File: config.mk
export PLATFORM = sky130hd
export DESIGN_NAME = fetch_unit
export DESIGN_NICKNAME = d
export VERILOG_FILES = /design/src/rtl/cpu_types_pkg.sv /design/src/rtl/fetch_unit_chk.sv /design/src/rtl/fetch_unit.sv
export SDC_FILE = /design/constraint.sdc
export NUM_CORES = 1
export LEC_CHECK = 0
export BUFFER_PORTS_ARGS = -buffer_cell sky130_fd_sc_hd__buf_2
export CORE_MARGIN = 2
export CORE_UTILIZATION = 41
export DETAILED_ROUTE_END_ITERATION = 8
export PLACE_DENSITY = 0.72
export RECOVER_POWER = 25
export SLEW_MARGIN = 10
export SYNTH_ARGS = -nofsm -noshare
export SYNTH_HDL_FRONTEND = slang
export SYNTH_HIERARCHICAL = 1
export SYNTH_SLANG_ARGS = --single-unit
File: constraint.sdc
create_clock -name CLK -period 2.08 [get_ports CLK]
set_input_delay 0.208 -clock CLK [delete_from_list [all_inputs] [get_ports CLK]]
set_output_delay 0.208 -clock CLK [all_outputs]
set_load 0.05 [all_outputs]
File: src/rtl/cpu_types_pkg.sv
// Shared CPU types for the fetch stage: word type, fetch FSM encoding and
// default sequential PC increment.
package cpu_types_pkg;

    typedef logic [31:0] word_t;

    typedef enum logic [1:0] {
        FETCH  = 2'd0,
        SQUASH = 2'd1,
        HALTED = 2'd2
    } fetch_state_t;

    localparam word_t PC_INCR_DEFAULT = 32'd4;

    // Branch/jump targets are forced onto a word boundary.
    function automatic word_t word_align(input word_t addr);
        return {addr[31:2], 2'b00};
    endfunction

endpackage

File: src/rtl/fetch_unit_chk.sv
// Property checker for the fetch stage: IF/ID strobes exclusive, and the icache
// address held while a request is outstanding.
module fetch_unit_chk (
    input logic        CLK,
    input logic        nRST,
    input logic        imemREN,
    input logic        ihit,
    input logic [31:0] imemaddr,
    input logic        fd_enable,
    input logic        fd_flush
);

    a_strobe_excl: assert property (@(posedge CLK) disable iff (!nRST)
        !(fd_enable && fd_flush));

    a_addr_stable: assert property (@(posedge CLK) disable iff (!nRST)
        (imemREN && !ihit) |=> $stable(imemaddr));

endmodule

File: src/rtl/fetch_unit.sv
// Instruction-fetch stage: owns the PC, drives the icache request and the write
// side of the IF/ID latch, handling stall, redirect and halt.
module fetch_unit
    import cpu_types_pkg::*;
#(
    parameter word_t PC_INIT = 32'h0000_0000,
    parameter word_t PC_INCR = PC_INCR_DEFAULT
) (
    input  logic        CLK,
    input  logic        nRST,
    input  logic        ihit,
    input  logic [31:0] imemload,
    input  logic        stall,
    input  logic        redirect,
    input  logic [31:0] redirect_addr,
    input  logic        halt,
    output logic        imemREN,
    output logic [31:0] imemaddr,
    output logic        fd_enable,
    output logic        fd_flush,
    output logic [31:0] fd_imemaddr,
    output logic [31:0] fd_imemload,
    output logic [31:0] fd_next_addr
);

    fetch_state_t state_q, state_d;
    word_t        pc_q, pc_d;
    word_t        pend_q, pend_d;
    word_t        target_s;

    assign target_s = word_align(redirect_addr);

    // State, PC and pending-redirect registers.
    always_ff @(posedge CLK or negedge nRST) begin
        if (!nRST) begin
            state_q <= FETCH;
            pc_q    <= PC_INIT;
            pend_q  <= 32'h0000_0000;
        end else begin
            state_q <= state_d;
            pc_q    <= pc_d;
            pend_q  <= pend_d;
        end
    end

    // Next-state, next-PC and pending-target selection.
    always_comb begin
        state_d = state_q;
        pc_d    = pc_q;
        pend_d  = pend_q;
        case (state_q)
            FETCH: begin
                if (halt) begin
                    state_d = HALTED;
                end else if (redirect) begin
                    // A miss in flight must complete before the PC may move.
                    if (ihit || !imemREN) begin
                        pc_d = target_s;
                    end else begin
                        pend_d  = target_s;
                        state_d = SQUASH;
                    end
                end else if (stall) begin
                    pc_d = pc_q;
                end else if (ihit) begin
                    pc_d = pc_q + PC_INCR;
                end else begin
                    pc_d = pc_q;
                end
            end
            SQUASH: begin
                if (halt) begin
                    state_d = HALTED;
                end else begin
                    if (redirect) begin
                        pend_d = target_s;
                    end else begin
                        pend_d = pend_q;
                    end
                    if (ihit) begin
                        pc_d    = redirect ? target_s : pend_q;
                        state_d = FETCH;
                    end else begin
                        pc_d = pc_q;
                    end
                end
            end
            HALTED: begin
                state_d = HALTED;
            end
            default: begin
                state_d = FETCH;
            end
        endcase
    end

    // Icache request and IF/ID strobes.
    always_comb begin
        imemREN   = 1'b0;
        fd_enable = 1'b0;
        fd_flush  = 1'b0;
        case (state_q)
            FETCH: begin
                imemREN = 1'b1;
                if (halt || redirect) begin
                    fd_flush = 1'b1;
                end else begin
                    fd_enable = ihit && !stall;
                end
            end
            SQUASH: begin
                imemREN = 1'b1;
            end
            HALTED: begin
                imemREN = 1'b0;
            end
            default: begin
                imemREN = 1'b0;
            end
        endcase
    end

    assign imemaddr     = pc_q;
    assign fd_imemaddr  = pc_q;
    assign fd_imemload  = imemload;
    assign fd_next_addr = pc_q + PC_INCR;

    fetch_unit_chk u_chk (
        .CLK       (CLK),
        .nRST      (nRST),
        .imemREN   (imemREN),
        .ihit      (ihit),
        .imemaddr  (imemaddr),
        .fd_enable (fd_enable),
        .fd_flush  (fd_flush)
    );

endmodule

# Word level (Yosys, flattened, before mapping)
# Cells that the tools add are included.
# op_classes
n_eq_ne	13
muxes	25
add_sub_neg	1
n_reduce_logical	11
# op_table
op	count
32-bit 2-to-1 mux	12
32-bit one-hot mux with 2 select lines	2
32-bit by 3-bit adder with 32-bit output (second input constant)	1
3-bit != test (second input constant)	6
2-bit 2-to-1 mux	5
2-bit != test (second input constant)	5
7-bit AND reduction	1
2-bit one-hot mux with 3 select lines	1
1-bit 2-to-1 mux	5
5-bit AND reduction	1
3-bit AND reduction	1
2-bit by 1-bit == test with 1-bit output (second input constant)	1
2-bit == test (second input constant)	1
1-bit logical NOT	2
2-bit logical NOT	1
1-bit logical OR	2
2-bit nonzero test	1
2-bit OR reduction	1
1-bit logical AND	1
# totals
output_inout_bits	131
input_bits	70
wordCells	53
reg_bits	66

# Logic depth before layout (Yosys ltp)
# Gate-level depths: netlist (run 1).
# depth
word_depth	9
depth_mapped	8
ltp_nobuf	6

# Least setup slack after synthesis (run 1)
# OpenSTA, ideal clock, no wires.
# synth_timing
path_kind	register to register
start	register pc_q[2] (netlist: fd_imemaddr[2])
end	register pc_q[26] (netlist: fd_imemaddr[26])
t_required_ps	2013
synth_period_minus_slack_ps	2957
setup_ps	67
path_slack_ps	-877
n_path_buf	1
arrival_ps	2890
path_stages_with_launch	8
cell_sequence	dfrtp_1 ha_1 nand4_1 nor2_1 clkbuf_1 nand4_1 xnor2_1 a21o_1
# synth_via
elab_chain_cells	6
# synth_lines
element	line	text
start, declared	fetch_unit.sv:27	word_t pc_q, pc_d;
start signal, assigned	fetch_unit.sv:41	pc_q <= pc_d;
32-bit by 3-bit adder with 32-bit output	n/a	
net fd_next_addr[26]	fetch_unit.sv:23	output logic [31:0] fd_next_addr
32-bit 2-to-1 mux	fetch_unit.sv:65	end else if (ihit) begin
32-bit 2-to-1 mux	fetch_unit.sv:63	end else if (stall) begin
32-bit 2-to-1 mux	fetch_unit.sv:55	end else if (redirect) begin
32-bit 2-to-1 mux	fetch_unit.sv:53	if (halt) begin
32-bit one-hot mux with 2 select lines	fetch_unit.sv:51	case (state_q)
# The timed path passes the listed nets, and every way through them passes these cells. The select of a mux whose other input is x is not followed.
# A chain may end at the register's enable or synchronous reset.

# Worst setup path in the final report (run 1)
# layout_timing
start	register pc_q[6] (netlist: fd_imemaddr[6])
end	output fd_next_addr[17]
# layout_via
elab_chain_cells	1
# layout_lines
element	line	text
32-bit by 3-bit adder with 32-bit output	fetch_unit.sv:126	assign fd_next_addr = pc_q + PC_INCR;
end, declared	fetch_unit.sv:23	
# No other way between the ends.

==> results of run 1 <==
layout by cell type (no fill, tap or decap), types with 10 or more instances in the layout:
| cell type | count |
|---|---|
| sky130_fd_sc_hd__buf_4 | 57 |
| sky130_fd_sc_hd__mux2_2 | 32 |
| sky130_fd_sc_hd__a221o_1 | 13 |
| sky130_fd_sc_hd__xnor2_4 | 12 |
| sky130_fd_sc_hd__nand4_1 | 10 |
| sky130_fd_sc_hd__a21oi_1 | 15 |
| sky130_fd_sc_hd__clkbuf_8 | 11 |
| sky130_fd_sc_hd__buf_2 | 110 |
| sky130_fd_sc_hd__nor2_1 | 21 |
| sky130_fd_sc_hd__dfrtp_1 | 39 |
| sky130_fd_sc_hd__nor3_1 | 16 |
| sky130_fd_sc_hd__mux2i_1 | 12 |
| sky130_fd_sc_hd__dfrtp_2 | 18 |
| sky130_fd_sc_hd__o21ai_0 | 19 |
| sky130_fd_sc_hd__buf_6 | 25 |
| sky130_fd_sc_hd__nand2_1 | 24 |
| sky130_fd_sc_hd__a21o_1 | 11 |
worst register-to-register path: stages, from the launching register on:
cell and delay (ps):
sky130_fd_sc_hd__dfrtp_4 430, sky130_fd_sc_hd__buf_4 170, sky130_fd_sc_hd__nand3_2 170, sky130_fd_sc_hd__nor2_4 170, sky130_fd_sc_hd__buf_12 150, sky130_fd_sc_hd__nand4_1 190, sky130_fd_sc_hd__buf_4 220, sky130_fd_sc_hd__nor4_1 260
sky130_fd_sc_hd__a311o_1 150
repair_timing:
action	in CTS	in global routing
setup endpoints to repair	23	24
hold buffers	1	0
pin swaps	18	8
resized for setup	50	22
hold endpoints to repair	66	0
buffers inserted	15	5
flip-flops by register name (all words and copies together) (netlist names):
name and count:
fd_imemaddr 32, pend_q 32, state_q 2
metrics by stage:
stage	hold WS (ps)	util, %	cells	setup slack [ps]
floorplan	-87.6	-	450	-120
global placement	258	52.8	671	23.2
detailed placement	261	52.8	671	-3.59
CTS	70.6	57.2	703	-181
global route	65.7	58.2	707	-275
finish	83.1	58.2	707	-183
power groups by stage:
stage	registers, W	clock network (W)	logic [W]
after floorplan	0.00177	0	0.000978
after global placement	0.00152	0	0.00134
after detailed placement	0.00152	0	0.00136
after CTS	0.00150	0.00101	0.00143
after global routing	0.00151	0.00106	0.00151
final	0.00150	0.000984	0.00145
cell families (layout without fill, tap and decap cells):
family	count (synthesis)	in the layout
XOR/XNOR	27	27
flip-flops	66	66
adder cells (fa/ha/maj)	1	1
AO/OA/AOI/OAI	88	88
AND/OR/NAND/NOR	121	121
multiplexers	44	44
buffers and inverters	103	224
area by class of cell:
class | count | area (µm²)
clock buffer | 13 | 159
tap | 136 | 170
multi-input combinational | 281 | 2550
clock inverter | 3 | 15.0
timing repair buffer | 198 | 1340
fill | 868 | 4300
inverter | 10 | 41.3
sequential | 66 | 1710
metal layers:
layer  part of all wire (%)  vias to the layer above  track usage (%)  wire length [µm]
li1                       -                     1791                -                 -
met1                     42                     1906             28.4              5310
met2                     50                      123             37.8              6350
met3                    5.5                       22             4.05               695
met4                    1.8                        0             8.53               226
met5                      0                        -                0                 0
worst max path at each step:
stage	cells after the start	end	slack (ps)	from
after floorplan	7	fd_imemaddr[26]$_DFFE_PN0P_	-120	fd_imemaddr[2]$_DFFE_PN0P_
after global placement	7	fd_next_addr[26]	20	fd_imemaddr[2]$_DFFE_PN0P_
after detailed placement	7	fd_next_addr[26]	-4	fd_imemaddr[2]$_DFFE_PN0P_
after CTS	5	fd_next_addr[17]	-180	fd_imemaddr[6]$_DFFE_PN0P_
after global routing	7	fd_next_addr[30]	-280	fd_imemaddr[2]$_DFFE_PN0P_
final	5	fd_next_addr[17]	-180	fd_imemaddr[6]$_DFFE_PN0P_
==> results, run 1 <==
- After Yosys synthesis, and, or, nand and nor cells account for 15.0% of the synthesized area.
- Clock-pin slew was measured on the worst setup and hold paths at 80 ps.
- By startpoint and endpoint, the worst setup path is classified as reg2out.
- The total CTS buffers is 9.
- The per-cell via count in the routed design is 5.43.
- After synthesis, the largest family of logic cells by area is buffers and inverters.
- Summed over all cells, the static leakage comes to 2.99 nW.
- For the final database, setup skew stands at 16.1 ps.
- Counting both buffers and inverters, the worst setup path holds a total of 1.
- Setup repair after global routing could not meet its margin everywhere.
- Dividing the detail-routed wire length by the instance count gives 17.8 µm.
- The average footprint of a synthesized cell is 9.56 µm².
- In this run the critical register-to-register path is captured at fd_imemaddr[28]$_DFFE_PN0P_.
- The mux share of post-synthesis cell area is 11.2%.
- The floorplan step defined a die boundary enclosing 0.0113 mm².
- Measured against its own limit, the worst slew margin works out to 37.0%.
- The post-layout worst setup margin is -183 ps.
- The classification of the worst-slack hold path is in2reg.
- The switching power total is 0.00157 W.
- The final number of hold-violating endpoints is 0.
- In this run, synthesis inferred 0 flip-flops with an integrated enable.
- The minimum clock period after layout is 2260 ps.
- The core region is 0.0103 mm².
- In this run the worst path has a maximum fanout of 4.
- For this configuration, the core starts out at a cell density of 41.9%.
- Of the synthesized area, sequential elements account for 38.4%.
- In this run, the clock network consumes 25.0% of the power.
- The layout cell share with drive strength beyond 1 is 56.4%.
- The endpoint of the worst hold path is state_q[0]$_DFFE_PN0P_.
- The startpoint identified for the worst hold timing path is ihit.
- The width of the die is 106 µm.
- The placed standard-cell area is 0.00543 mm².
- The switching share of power is 39.8%.
- The flip-flop and latch count after synthesis is 66.
- The worst register-to-register path has a depth of 8.
- For this run, asynchronously set or reset flops after synthesis account for 100%.
- The worst setup path is captured at an output pin.
- The worst reg2reg path startpoint is fd_imemaddr[5]$_DFFE_PN0P_.
- Port buffering added 134 buffers.
- The data required time at the worst endpoint is 1870 ps.
- The number of DRC violations after detailed-routing iteration 0 is 200.
- Of the available clock period, the critical path in the final layout requires 109%.
- After synthesis, the most frequently instantiated cells are 67 x sky130_fd_sc_hd__buf_4, 66 x sky130_fd_sc_hd__dfrtp_1, 32 x sky130_fd_sc_hd__mux2_2.
- Across the run, the number of max-cap violations was 0.
- Entering global routing, the biggest net connects 67 pins.
- Walking the worst path, the cells encountered are nand4_4 > or3_4 > nor4_4 > xor2_4 > buf_6.
- The initial antenna violation count is 0.
- The area of all placed cells without fillers is 0.00598 mm².
- The number of core rows is 37.
- The power density over the cells is 657 mW/mm².
- TritonCTS built the clock tree.
- The number of library cell types mapped by synthesis is 52.
- Per report_power, the combinational group accounts for 36.8% of the total.
- The count of endpoints failing setup in the final report is 20.
- The adder and majority cell fraction of the synthesized area is 0.291%.
- The internal power component is 0.00237 W.
- The top-level I/O count is 201.
- The first global-routing pass estimated 19900 µm of wire.
- The cell with the largest stage delay on the worst path is sky130_fd_sc_hd__or3_4.
- After legalization and detailed placement, the total HPWL measured 8510 µm.
- Timing would allow up to 442 MHz.
- The vertical die dimension is 106 µm.
- The clock latency at the later pin of the worst-skew pair is 350 ps.
- The count of nets left with antenna violations once routing finished came out at 0.
- In this design, the stage delay of the slowest critical-path cell is 470 ps.
- The total overflow left after global routing is 0.
- The count of mapped cells out of synthesis is 450.
- The number of max-slew violations in the final report came to 0.
- Summed over all instances, the cell type with the most area after synthesis is sky130_fd_sc_hd__dfrtp_1.
- Clock tree synthesis selected as its root buffer the cell sky130_fd_sc_hd__clkbuf_8.
- The net count reported at finish is 637.
- Setup total negative slack on the finished layout was measured at -2380 ps.
- The area fraction in compound gates after synthesis is 14.7%.
- The total DRC errors in the routed layout is 0.
- Per report_power, the sequential group accounts for 38.2% of the total.
- In this run the cell area of the synthesized design comes to 0.00430 mm².
- The flop-to-flop setup slack is 100 ps.
- The maximum resistive drop on vdd is 0.405 mV.
- The number of antenna repair diodes is 0.
- After Yosys synthesis, XOR and XNOR cells account for 5.49% of the synthesized area.
- The routed layout has 3842 vias.
- In this run the number of H-tree levels came out at 3.
- The area share of the leading cell type in the synthesized netlist is 38.4%.
- The area growth from synthesis to layout is 39.0%.
- The total clock sinks is 66.
- STA classifies the critical path startpoint as a flop.
- The wire length after detailed routing is 12600 µm.
- The number of stages on the worst hold path is 2.
- The kind of cell with the highest combined delay on the critical path is simple AND/OR/NAND/NOR gates.
- By area the synthesized netlist is led by sky130_fd_sc_hd__dfrtp_1 38%, sky130_fd_sc_hd__buf_4 12%, sky130_fd_sc_hd__mux2_2 8.4%.
- The synthesized netlist net count is 521.
- Global routing used 22.3% of the available tracks across all layers.
- The total power draw is 0.00393 W.
- The checks that failed: setup timing.
- Among all cell types in the netlist, the one instantiated most often is sky130_fd_sc_hd__buf_4.
- The via count of the first global-routing pass is 3964.
- The flow ran to the end, but the final reports show violations.
- The clock passes through at most 2 buffers.
- The number of warning messages in the yosys log is 6.
- The most used flip-flop cell after synthesis is sky130_fd_sc_hd__dfrtp_1.
- At the pin with the least slew margin, the transition time is 944 ps.
- The data arrival time of the critical path is 2060 ps.
- Routability-driven placement finished with a final weighted congestion of 0.859.
- The count of TritonRoute iterations in the first routing pass is 4.
(Power assumes the default switching activity.)
==> inputs of run 2 (changes only) <==
Settings changed: GPL_ROUTABILITY_DRIVEN from default to 0, REMOVE_ABC_BUFFERS from default to 1.
==> run 2 against run 1 <==
Effect of this change:
- worst setup slack got worse by 13 ps
- core utilization decreased by 2.7 points
- non-clock buffer count increased by 14
- highest routed layer unchanged
- worst hold slack got worse by 42 ps
- the flow still finishes with violations (setup timing)
- largest cell class unchanged
- cell area decreased by 4.6%
==> results, run 2 (synthesis results as in run 1) <==
- The worst setup path is captured at an output pin.
- Of the total power, registers draw 37.7%.
- The pre-antenna-repair detailed-routing pass consisted of 5 iterations.
- Summing over every cut layer, the via total after detailed routing is 4020.
- The final number of hold-violating endpoints is 0.
- The wire-length estimate of the detail-placed layout is 9880 µm.
- The library cells used most frequently in the layout, excluding fill and tap cells, are 106 x sky130_fd_sc_hd__buf_2, 79 x sky130_fd_sc_hd__buf_4, 64 x sky130_fd_sc_hd__dfrtp_1.
- The worst stage delay on the critical path is 400 ps.
- The number of stages on the worst hold path is 2.
- The post-route netlist has 50.2% of its cells at a drive strength greater than 1.
- The share of total power dissipated in the clock network is 27.2%.
- The global-route wire length before repair is 20800 µm.
- Max-cap violations in this run came to 0.
- VDD sags by at most 0.403 mV.
- The total power draw is 0.00391 W.
- The final critical path takes up 109% of the cycle.
- The post-route clock skew is 11.4 ps.
- The per-cell via count in the routed design is 5.58.
- The maximum frequency from static timing analysis is 439 MHz.
- In this run the remaining antenna-violating nets after routing total 0.
- The total CTS buffers is 9.
- Once placement completed, the tool counted placed cells totaling 676.
- The maximum number of pins on one net before global-route repair is 31.
- Leaving out fill and tap cells, the most frequent cell in the layout is sky130_fd_sc_hd__buf_2.
- In this run, the combinational gates consume 35.2% of the power.
- The clock-pin slew on the worst setup and hold paths is 70 ps.
- The initial antenna violation count is 0.
- The internal power component is 0.00239 W.
- The final reports fail on setup timing.
- Counting the fill cells in the layout gives 931.
- The number of max-slew violations in the final report is 0.
- The total global routing overflow is 0.
- The width of the die is 106 µm.
- The analysis attributes to net switching a power of 0.00152 W.
- The critical path buffer and inverter count is 2.
- The number of cells on the critical path is 7.
- Data arrives at the worst endpoint at 2070 ps.
- The switching share of power is 39.0%.
- Setup violations remaining at the end of the flow were counted as 21.
- In this run the tightest slew margin relative to its limit is 6.43%.
- Setup repair after global routing could not meet its margin everywhere.
- Input and output buffers added on the ports amount to 134.
- The H-tree depth is 3.
- For this design, the slowest cell found on the critical path is sky130_fd_sc_hd__dfrtp_1.
- In this run the worst path has a maximum fanout of 6.
- The worst register-to-register path has a depth of 9.
- The total clock sinks is 66.
- The clock tree from TritonCTS is done.
- The run finished, with violations left.
- Pin placement for this block handled 201 I/O pins.
- For this run, design rule violations remaining after detail routing come to 0.
- The startpoint class of the critical path is a flop.
- The die is 106 µm tall.
- The most prevalent standard cell on the critical path is sky130_fd_sc_hd__nand4_1.
- The buffer type at the clock tree root is sky130_fd_sc_hd__clkbuf_8.
- After the last flow step, the layout net total stands at 651.
- The post-layout worst setup margin is -197 ps.
- The number of core rows is 37.
- In this run the power density over the cells is 685 mW/mm².
- The global routing usage summed across all routing layers is 24.1%.
- In the final routed layout, each cell accounts on average for 19.4 µm.
- The via count of the first global-routing pass was 3719.
- For this run, the number of standard cells in the final layout without fillers is 720.
- The minimum clock period after layout is 2280 ps.
- The pin slew with the least headroom to its limit is 1400 ps.
- For this block, the initial DRC count from the detailed router was 295.
- The synthesis-to-layout area growth is 32.6%.
- The kind of cell with the highest combined delay on the critical path is simple AND/OR/NAND/NOR gates.
- For this configuration, the core starts out at a cell density of 41.9%.
- The worst hold path belongs to the class in2reg.
- The core footprint is 0.0103 mm².
- The clock latency at the later pin of the worst-skew pair is 350 ps.
- The leakage power summed over all cells is 2.97 nW.
- The die covers 0.0113 mm².
- The deepest clock path buffer count is 2.
- The wire length after detailed routing is 14000 µm.
- The setup path with the least slack is of type reg2out.
- The data required time at the worst endpoint is 1870 ps.
- The signal on the critical path passes through ha_2 > nand4_1 > nor2_4 > buf_6 > nand4_1 > xnor2_1 > buf_4.
- 0 antenna diodes ended up in the layout.
run 2: cell types whose count changed in the layout (fill, tap and decap cells not counted), moves of 3 or more:
cell                       previous run  this run
sky130_fd_sc_hd__nor2_2               0         3
sky130_fd_sc_hd__buf_6               25        20
sky130_fd_sc_hd__xnor2_1              1         9
sky130_fd_sc_hd__dfrtp_2             18         2
sky130_fd_sc_hd__clkbuf_1             2         6
sky130_fd_sc_hd__xor2_1               2         6
sky130_fd_sc_hd__dfrtp_1             39        64
sky130_fd_sc_hd__xor2_4               5         1
sky130_fd_sc_hd__buf_4               57        79
sky130_fd_sc_hd__buf_2              110       106
sky130_fd_sc_hd__xnor2_4             12         2
sky130_fd_sc_hd__dfrtp_4              9         0
run 2: power groups by stage:
stage,logic [W],clock network (W),registers (W)
6_report,0.00138,0.00106,0.00147
5_1_grt,0.00144,0.00114,0.00148
4_1_cts,0.00134,0.00108,0.00147
3_5_place_dp,0.00127,0,0.00149
3_3_place_gp,0.00126,0,0.00148
2_1_floorplan,0.000452,0,0.00190
run 2: cell type report:
| type | count | area (µm²) | area share, % |
|---|---|---|---|
| multi-input cells | 281 | 2270 | 39.8 |
| clock buffers | 12 | 145 | 2.54 |
| inverters | 10 | 37.5 | 0.658 |
| well taps | 136 | 170 | 2.98 |
| flip-flops and latches | 66 | 1650 | 29.0 |
| clock inverters | 3 | 40.0 | 0.702 |
| repair buffers | 212 | 1390 | 24.3 |
run 2: stage by stage:
stage	setup WS, ps	util [%]	TNS [ps]	cell area [µm²]	hold WS, ps
6_report	-197	55.5	-2080	5710	41.5
5_1_grt	-274	55.5	-4950	5710	36.1
4_1_cts	-181	52.6	-1660	5410	22.3
3_5_place_dp	97.3	47.8	0	4910	239
3_3_place_gp	85.1	47.8	0	4910	229
2_1_floorplan	-1780	-	-82080	3690	-87.6
run 2: what timing repair did:
item,in CTS,in global routing
gates resized for setup,52,38
setup buffers,12,16
setup endpoints to repair,22,23
endpoints found under the hold margin,21,0
pin swaps,11,25
hold buffers,1,0
run 2: path summary, 6_finish.rpt:
check                                           start                          end  slack (ps)
min reg2reg                     pend_q[1]$_DFFE_PN0P_        pend_q[1]$_DFFE_PN0P_         490
min in group asynchronous                        nRST        pend_q[5]$_DFFE_PN0P_         710
min                                              ihit       state_q[0]$_DFFE_PN0P_          40
max in group asynchronous                        nRST  fd_imemaddr[23]$_DFFE_PN0P_         230
max                        fd_imemaddr[3]$_DFFE_PN0P_             fd_next_addr[26]        -200
max reg2reg                fd_imemaddr[3]$_DFFE_PN0P_  fd_imemaddr[12]$_DFFE_PN0P_          40
run 2: layer usage:
layer / vias to the layer above / share of wire (%) / track usage (%)
li1: 1828 / - / -
met1: 1955 / 42 / 31.9
met2: 219 / 45 / 35.8
met3: 18 / 12 / 11.6
met4: 0 / 1.2 / 4.92
met5: - / 0 / 2.38
run 2: worst register-to-register path, delay by kind of cell, from the launching register on:
kind | cells | cell delay, ps
and+or+nand+nor | 3 | 570
DFF | 1 | 400
buffers and inverters | 3 | 400
AOI/OAI and AO/OA | 1 | 300
adders and majority gates | 1 | 200
xor gates and xnor gates | 1 | 70
==> inputs of run 3 (changes only) <==
Settings changed: CELL_PAD_IN_SITES_DETAIL_PLACEMENT from default to 0, CELL_PAD_IN_SITES_GLOBAL_PLACEMENT from default to 1, CORE_UTILIZATION 41 to 34, PLACE_DENSITY 0.72 to default, PLACE_DENSITY_LB_ADDON from default to 0.1.
==> run 3 against run 2 <==
Effect of this change:
- final cell count up 3.5%
- clock skew decreased by 7.5 ps
- worst setup slack better by 70 ps
- routed wire length grew 3.1%
- largest cell class unchanged
- critical path type unchanged
- critical endpoint unchanged
- the flow still finishes with violations (setup timing)
- global-route usage decreased by 3.0 points
- clock-buffer cell count grew 1
- non-clock buffer count shrank 12
- core utilization down 9.0 points
- sequential share of layout area fell by 0.46 points
- sequential cell count stayed put
- register-to-register slack better by 150 ps
==> results, run 3 (synthesis results as in run 1) <==
- The flow ran to the end, but the final reports show violations.
- The final reports fail on setup timing.
- For the finished layout, the period the worst path requires is 2210 ps.
- Buffers inserted during clock tree synthesis total 9.
- The endpoint of the lowest-slack register-to-register path is fd_imemaddr[27]$_DFFE_PN0P_.
- TritonCTS built the clock tree.
- The startpoint of the tightest hold check path is ihit.
- Internal power comes to 0.00264 W.
- After routing the design area is 0.00580 mm².
- Measured along the y axis, the die boundary spans 117 µm.
- The start point of the critical path is fd_imemaddr[2]$_DFFE_PN0P_.
- The H-tree depth is 3.
- Timing would allow up to 453 MHz.
- The critical path buffer and inverter count is 3.
- After layout, the worst setup slack is -126 ps.
- The core region is 0.0125 mm².
- The total DRC errors in the routed layout is 0.
- The number of cells on the critical path is 8.
- For the worst flop-to-flop path, the logic depth is 5.
- 201 I/O pins were placed.
- The cell sitting at the root of the clock tree is a sky130_fd_sc_hd__clkbuf_16.
- The placed instances occupy a cell area of 0.00496 mm².
- The total power draw is 0.00423 W.
- Per report_power, the sequential group accounts for 34.6% of the total.
- Leaving out fill and tap cells, the most frequent cells in the layout are 112 x sky130_fd_sc_hd__buf_2, 64 x sky130_fd_sc_hd__dfrtp_1, 57 x sky130_fd_sc_hd__buf_4.
- The number of filler cells placed in the layout is 1239.
- The worst hold path was traced through 2 stages.
- The startpoint class of the critical path is a flop.
- The max-slew headroom at the worst pin is 32.9%.
- The switching power total is 0.00160 W.
- The worst reg2reg path startpoint is state_q[0]$_DFFE_PN0P_.
- The global routing usage summed across all routing layers is 21.1%.
- The cell with the largest stage delay on the worst path is sky130_fd_sc_hd__dfrtp_1.
- The maximum number of pins on one net before global-route repair is 52.
- The min-delay analysis places its worst path in the category in2reg.
- The setup path with the least slack is of type reg2out.
- The clock-pin slew on the worst setup and hold paths is 60 ps.
- The flop-to-flop setup slack is 190 ps.
- For the worst-skew pair, the clock arrives at the later sink with an insertion delay of 330 ps.
- The via count of the first global-routing pass was 3599.
- The post-route clock skew is 3.93 ps.
- The final number of hold-violating endpoints is 0.
- The worst setup path is captured at an output pin.
- For this run, the slowest stage of the critical path takes 390 ps.
- The initial antenna violation count is 0.
- The number of max-cap violations is 0.
- Of the available clock period, the critical path in the final layout requires 106%.
- The power density over the cells is 730 mW/mm².
- Dividing the detail-routed wire length by the instance count gives 19.4 µm.
- The count of endpoints failing setup in the final report is 20.
- IR analysis of the VDD net gives a maximum drop of 0.393 mV.
- The cell count after placement is 709.
- Of all nets on the critical path, the largest fanout is 5.
- Across all layers, the routed design uses 3862 vias.
- The longest clock path from root to sink contains 2 buffers.
- The number of max-slew violations in the final report came to 0.
- After legalization and detailed placement, the total HPWL measured 9970 µm.
- The starting density of the core is 34.5%.
- The total clock sinks is 66.
- Cells fill 46.5% of the core in the end.
- The final antenna-violating net count is 0.
- Setup repair after global routing could not meet its margin everywhere.
- Buffers placed on the I/O ports in this run total 134.
- Summed over all cells, the static leakage comes to 3.01 nW.
- The floorplan has 41 rows.
- Of the total power, the clock network draws 33.1%.
- The pin slew with the least headroom to its limit is 1010 ps.
- The combinational group share of total power is 32.3%.
- The kind of cell with the highest combined delay on the critical path is buffers and inverters.
- The number of antenna diodes in the final layout is 0.
- Leaving out fill and tap cells, the most frequent cell in the layout is sky130_fd_sc_hd__buf_2.
- The critical path goes through ha_2 > nand4_1 > nor2_2 > buf_4 > buf_6 > nand4_1 > xnor2_2 > buf_6.
- After the first detailed-routing iteration, the DRC count stood at 156.
- After detailed routing, the number of vias per cell comes to 5.18.
- The worst hold path terminates at state_q[0]$_DFFE_PN0P_.
- The count of TritonRoute iterations in the first routing pass is 4.
- The data arrival time of the critical path is 2000 ps.
- The net count reported at finish is 639.
- From left edge to right edge, the die measures 117 µm.
- Summed over all layers, the routed wires come to 14400 µm.
- The first global-routing pass estimated 21000 µm of wire.
- After global routing the overflow that remains totals 0.
- The die covers 0.0136 mm².
- The data required time at the worst endpoint is 1870 ps.
- The layout cell share with drive strength beyond 1 is 49.9%.
- The area growth from synthesis to layout is 34.7%.
- The switching share of power is 37.7%.
- The count of cells in the finished layout, fillers not included, comes to 745.
## run 3: layer usage
metal	vias to the layer above	GRT usage [%]	share of wire, %
met3	18	9.03	8.8
met1	1901	29.0	46
li1	1803	-	-
met5	-	0.741	0
met4	0	6.67	1.5
met2	140	30.0	44
## run 3: what timing repair did
action,CTS,global route
buffers inserted,4,13
pin swaps,13,24
setup endpoints to repair,22,23
resized for setup,57,37
endpoints found under the hold margin,33,0
cloned,0,2
hold buffers,1,0
## run 3: how the worst max path moves through the flow
stage,endpoint,slack [ps]
floorplan,fd_imemaddr[15]$_DFFE_PN0P_,-1780
global placement,fd_next_addr[19],100
detailed placement,fd_next_addr[12],90
CTS,fd_next_addr[17],-160
global route,fd_next_addr[26],-250
finish,fd_next_addr[26],-130
## run 3: through the flow
step	hold slack, ps	TNS [ps]	setup WS (ps)
final	70.7	-1240	-126
after global routing	67.0	-3480	-249
after CTS	58.4	-1230	-161
after detailed placement	223	0	89.2
after global placement	229	0	99.1
after floorplan	-87.6	-82080	-1780
## run 3: power groups by stage
stage / sequential (W) / combinational (W) / clock, W
6_report: 0.00147 / 0.00137 / 0.00140
5_1_grt: 0.00148 / 0.00145 / 0.00150
4_1_cts: 0.00146 / 0.00135 / 0.00143
3_3_place_gp: 0.00148 / 0.00129 / 0
2_1_floorplan: 0.00190 / 0.000452 / 0
3_5_place_dp: 0.00148 / 0.00129 / 0
## run 3: final cells by class
class	count	area, µm²	share of cell area, %
multi-input combinational	281	2270	39.1
sequential	66	1650	28.5
timing repair buffer	200	1360	23.4
clock buffer	13	250	4.32
tap	172	215	3.71
inverter	10	37.5	0.648
clock inverter	3	15.0	0.259
